$ cat src/rtl/rx_serial_7o1.sv
// UART receiver for 7O1 frames: 1 start bit, 7 data bits LSB first, odd parity, 1 stop bit.
// Samples each bit mid-period and holds the character until the consumer acknowledges it.
module rx_serial_7o1 #(
    parameter int CLKS_PER_BIT = 434,
    parameter int N_CNT        = 9
) (
    input  logic       clock,
    input  logic       reset,
    input  logic       entrada_serial,
    input  logic       recebe_dado,
    output logic [6:0] dados_ascii,
    output logic       tem_dado,
    output logic       pronto,
    output logic       erro_paridade,
    output logic       erro_stop,
    output logic       erro_sobreposicao,
    output logic       db_tick,
    output logic [3:0] db_estado
);

    typedef enum logic [3:0] {
        ESPERA   = 4'd0,
        INICIO   = 4'd1,
        DADOS    = 4'd2,
        PARIDADE = 4'd3,
        STOP     = 4'd4,
        ARMAZENA = 4'd5,
        QUEBRA   = 4'd6
    } state_t;

    localparam logic [N_CNT-1:0] HALF_LAST = N_CNT'(CLKS_PER_BIT / 2 - 1);
    localparam logic [N_CNT-1:0] BIT_LAST  = N_CNT'(CLKS_PER_BIT - 1);

    state_t           r_state;
    state_t           w_next;
    logic             r_sync1;
    logic             r_rx_s;
    logic [N_CNT-1:0] r_cnt;
    logic [2:0]       r_bit_idx;
    logic [6:0]       r_shift;
    logic             r_parity;
    logic             r_stop;
    logic [6:0]       r_dados;
    logic             r_tem;
    logic             r_erp;
    logic             r_ers;
    logic             r_ovr;
    logic             w_tick;
    logic             w_half_done;
    logic             w_bit_done;

    assign w_half_done = (r_cnt == HALF_LAST);
    assign w_bit_done  = (r_cnt == BIT_LAST);

    // Synchronizer resets to 1 so the idle line is never mistaken for a start bit.
    always_ff @(posedge clock or negedge reset) begin
        if (!reset) begin
            r_sync1 <= 1'b1;
            r_rx_s  <= 1'b1;
        end else begin
            r_sync1 <= entrada_serial;
            r_rx_s  <= r_sync1;
        end
    end

    // NOTE: sequential state uses non-blocking assignments so every flop samples pre-edge values.
    always_ff @(posedge clock or negedge reset) begin
        if (!reset) r_state <= ESPERA;
        else        r_state <= w_next;
    end

    // NOTE: defaults first so no path through the case leaves a signal unassigned (no latches).
    always_comb begin
        w_next = r_state;
        w_tick = 1'b0;
        case (r_state)
            ESPERA:   if (!r_rx_s) w_next = INICIO;
            INICIO:   if (w_half_done) begin
                          w_tick = 1'b1;
                          w_next = r_rx_s ? ESPERA : DADOS;
                      end
            DADOS:    if (w_bit_done) begin
                          w_tick = 1'b1;
                          if (r_bit_idx == 3'd6) w_next = PARIDADE;
                      end
            PARIDADE: if (w_bit_done) begin
                          w_tick = 1'b1;
                          w_next = STOP;
                      end
            STOP:     if (w_bit_done) begin
                          w_tick = 1'b1;
                          w_next = ARMAZENA;
                      end
            ARMAZENA: w_next = r_stop ? ESPERA : QUEBRA;
            QUEBRA:   if (r_rx_s) w_next = ESPERA;
            default:  w_next = ESPERA;
        endcase
    end

    always_ff @(posedge clock or negedge reset) begin
        if (!reset) begin
            r_cnt     <= '0;
            r_bit_idx <= '0;
            r_shift   <= '0;
            r_parity  <= 1'b0;
            r_stop    <= 1'b0;
        end else begin
            if (w_tick || r_state == ESPERA) r_cnt <= '0;
            else                             r_cnt <= r_cnt + N_CNT'(1);

            if (w_tick) begin
                case (r_state)
                    INICIO:   r_bit_idx <= '0;
                    DADOS: begin
                        r_shift   <= {r_rx_s, r_shift[6:1]};
                        r_bit_idx <= r_bit_idx + 3'd1;
                    end
                    PARIDADE: r_parity <= r_rx_s;
                    STOP:     r_stop   <= r_rx_s;
                    default:  ;
                endcase
            end
        end
    end

    // A store in ARMAZENA takes priority over a simultaneous acknowledge.
    always_ff @(posedge clock or negedge reset) begin
        if (!reset) begin
            r_dados <= '0;
            r_tem   <= 1'b0;
            r_erp   <= 1'b0;
            r_ers   <= 1'b0;
            r_ovr   <= 1'b0;
        end else if (r_state == ARMAZENA) begin
            r_dados <= r_shift;
            r_erp   <= ~(^{r_shift, r_parity});
            r_ers   <= ~r_stop;
            r_tem   <= 1'b1;
            r_ovr   <= recebe_dado ? 1'b0 : (r_ovr | r_tem);
        end else if (recebe_dado && r_tem) begin
            r_tem <= 1'b0;
            r_erp <= 1'b0;
            r_ers <= 1'b0;
            r_ovr <= 1'b0;
        end
    end

    assign dados_ascii       = r_dados;
    assign tem_dado          = r_tem;
    assign erro_paridade     = r_erp;
    assign erro_stop         = r_ers;
    assign erro_sobreposicao = r_ovr;
    assign pronto            = (r_state == ARMAZENA);
    assign db_tick           = w_tick;
    assign db_estado         = r_state;

endmodule

$ cat config.mk
export PLATFORM = sky130hd
export DESIGN_NAME = rx_serial_7o1
export DESIGN_NICKNAME = d
export VERILOG_FILES = /design/src/rtl/rx_serial_7o1.sv
export SDC_FILE = /design/constraint.sdc
export NUM_CORES = 1
export LEC_CHECK = 0
export BUFFER_PORTS_ARGS = -buffer_cell sky130_fd_sc_hd__buf_2
export CAP_MARGIN = 20
export CELL_PAD_IN_SITES_DETAIL_PLACEMENT = 1
export CELL_PAD_IN_SITES_GLOBAL_PLACEMENT = 2
export CORE_UTILIZATION = 40
export DETAILED_ROUTE_END_ITERATION = 16
export PLACE_DENSITY = 0.93
export SLEW_MARGIN = 20
export SYNTH_ARGS = -nofsm -noshare
export SYNTH_HDL_FRONTEND = slang
export SYNTH_SLANG_ARGS = --single-unit
export TNS_END_PERCENT = 5
$ cat constraint.sdc
create_clock -name clock -period 3.5 [get_ports clock]
set_input_delay 0.525 -clock clock [delete_from_list [all_inputs] [get_ports clock]]
set_output_delay 0.525 -clock clock [all_outputs]
set_load 0.03 [all_outputs]
==> metrics.md <==
| Metric | Value |
|---|---|
| Number of DRC violations after detailed-routing iteration 0 | 45 |
| F_max | 0.378 GHz |
| Crit path kind | reg -> out |
| Final wirelength | 3880 µm |
| Final worst-path setup slack | 0.858 ns |
| Initial Util | 42.1% |
| DPL Wire Length | 2720 µm |
| Max Cap Viol | 0 |
| Initial antenna violation count | 0 |
| CP max stage cell | dfrtp_1 |
| Sink Count | 37 |
| Drc violations | 0 |
| Post-CTS Resized | 0 |
| Vias in the first global route | 1418 |
| Critical path, cell by cell | nand3b_1, clkinv_1, buf_2 |
| Vias | 1331 |
| Required @ worst endpoint | 2.97 ns |
| Vias per cell | 5.32 |
| P&R area growth vs syn | 13.3% |
| I/O Pins | 21 |
| Commonest cells after routing, fill and taps aside | dfrtp_1 (35), nand2_1 (25), buf_2 (19) |
| Share of cells above drive strength 1 | 23.7% |
| DRT antenna net count | 0 |
| Drt first pass iters | 4 |
| Cell Rows | 24 |
| Slew Viols, Final | 0 |
| H-Tree Depth | 2 |
| Avg Synthesized Cell Area | 10.4 µm² |
| Worst EP arrival | 2.12 ns |
| Layout Nets | 206 |
| Worst-path clk slew | 0.08 ns |
| Mean routed wirelength per cell | 15.5 µm |
| Final setup TNS | 0 ns |
| Setup crit start kind | flop |
| Overall power | 0.829 mW |
| Max Root-Sink Buffers | 2 |
| Antenna cell count | 0 |
| Tmin final | 2.64 ns |
| Die width | 69.9 µm |
| Synthesized area | 1840 µm² |
| Hold crit path type | in -> async |
| Port bufs | 19 |
| TritonCTS buffer count | 5 |
| Prevailing post-synth register cell | dfrtp_1 |
| Largest net degree at the start of global routing | 38 |
| Period utilization | 75.5% |
| Hold WS | 0.317 ns |
| Tot GR Track Use | 18.1% |
| Max-slew headroom | 45.4% |
| Pleak | 1.02 nW |
| Status | complete, no violations |
| Placeable Area | 4380 µm² |
| Clk Latency, worst-skew pair | 0.30 ns |
| Worst slew pin tran | 0.820 ns |
| Critical Path Sink Type | primary output |
| CTS root buffer | clkbuf_8 |
| Hold_buf cts | 0 |
| DP Worst Slack | 1.19 ns |
| First-pass GRT wire length | 6890 µm |
| Clk_skew | 0.0112 ns |
| CP Max Fanout | 17 |
| Routability cong. | 0.807 |
| Post-CTS Setup Bufs | 0 |
| Max incr delay on CP | 0.69 ns |
| Final core utilization | 47.7% |
| P per Cell Area | 397 nW/µm² |
| Gate Count Post-Synth | 177 |
| Seq cells post-synth | 37 |
| Syn_nets | 186 |
| Final Hold Viols | 0 |
| Commonest non-fill, non-tap cell in the layout | dfrtp_1 |
| Grt total ovfl | 0 |
| # setup viols final | 0 |
| RSZ-0062 raised after global routing | false |
| CTS tree | yes |
| Async set or reset register ratio after synthesis | 100% |
| Sequential area share after synthesis | 50.3% |
| Multi-input gate area | 863 µm² |
| Die Span Y | 69.9 µm |
| Reg area | 928 µm² |
| Peak VDD IR | 0.000225 V |
| Die area | 4890 µm² |
| Fillcell total | 497 |
| Yosys cell types | 45 |
| Yosys warning total | 0 |
| Post-synth EDFFs | 0 |
[path summary, 6_finish.rpt]
check / from / endpoint / slack, ns / depth (start not counted)
min: reset / r_bit_idx[1]$_DFFE_PN0P_ / 0.32 / 1
max reg2reg: db_estado[2]$_DFFE_PN0P_ / r_bit_idx[1]$_DFFE_PN0P_ / 1.54 / 4
max in group asynchronous: reset / r_shift[4]$_DFFE_PN0P_ / 2.66 / 1
min in group clock: entrada_serial / r_sync1$_DFF_PN1_ / 0.33 / 1
max: db_estado[1]$_DFFE_PN0P_ / pronto / 0.86 / 3
min reg2reg: r_sync1$_DFF_PN1_ / r_rx_s$_DFF_PN1_ / 0.36 / 0
[area by class of cell]
class | count | share of cell area (%)
clock buffer | 5 | 3.29
clock inverter | 3 | 2.22
inverter | 6 | 1.08
multi-input combinational | 128 | 41.3
sequential | 37 | 44.4
tap | 52 | 3.11
timing repair buffer | 19 | 4.55
[flip-flops by register name, summed over array words and instances (netlist names)]
signal / cells
dados_ascii: 7
db_estado: 3
erro_paridade: 1
erro_sobreposicao: 1
erro_stop: 1
r_bit_idx: 3
r_cnt: 9
r_parity: 1
r_rx_s: 1
r_shift: 7
r_stop: 1
r_sync1: 1
tem_dado: 1
[cell usage after synthesis (2+ instances only)]
| master | count | area (µm²) |
|---|---|---|
| dfrtp_1 | 35 | 876 |
| nand2_1 | 25 | 93.8 |
| nor2_1 | 15 | 56.3 |
| nand3_1 | 10 | 50.1 |
| mux2_2 | 9 | 101 |
| xnor2_1 | 7 | 61.3 |
| xor2_1 | 7 | 61.3 |
| a21oi_1 | 6 | 30.0 |
| o21ai_0 | 6 | 30.0 |
| ha_1 | 5 | 62.6 |
| inv_1 | 5 | 18.8 |
| nand2b_1 | 4 | 25.0 |
| nor2b_1 | 4 | 25.0 |
| buf_2 | 3 | 15.0 |
| nand4_1 | 3 | 18.8 |
| clkbuf_1 | 2 | 7.51 |
| dfstp_2 | 2 | 52.6 |
| nor3b_1 | 2 | 15.0 |
[layer usage]
layer | wire length (µm) | track usage, %
met5 | 0 | 0
met4 | 65 | 6.67
met3 | 103 | 4.76
met2 | 1860 | 28.6
met1 | 1850 | 23.9
[worst max-delay path: cells and delay by family (launching register included)]
kind,cells,cell delay (ns)
DFF,1,0.69
buffers and inverters,2,0.65
and+or+nand+nor,1,0.48
[through the flow]
step                      instances  instance area [µm²]
final                           250                 2090
after global routing            250                 2090
after CTS                       250                 2090
after detailed placement        242                 1970
after global placement          242                 1970
after floorplan                 177                 1840
[report_power, final]
| group | total, mW | internal, mW | switching [mW] | leakage, nW |
|---|---|---|---|---|
| Clock | 0.382 | 0.213 | 0.169 | 0.0543 |
| Combinational | 0.0148 | 0.00222 | 0.0126 | 0.477 |
| Sequential | 0.432 | 0.430 | 0.00182 | 0.489 |
| Total | 0.829 | 0.646 | 0.184 | 1.02 |
[logic make-up after synthesis]
group	count (synthesis)	share of synthesized area, %
adders and majority gates	5	3.39
buffers and inverters	12	2.85
xor gates and xnor gates	14	6.65
muxes	10	6.04
other	1	0.203
and+or+nand+nor	75	21.6
DFF	37	50.3
AOI/OAI and AO/OA	23	8.89
Power figures use the tool's default switching activity.
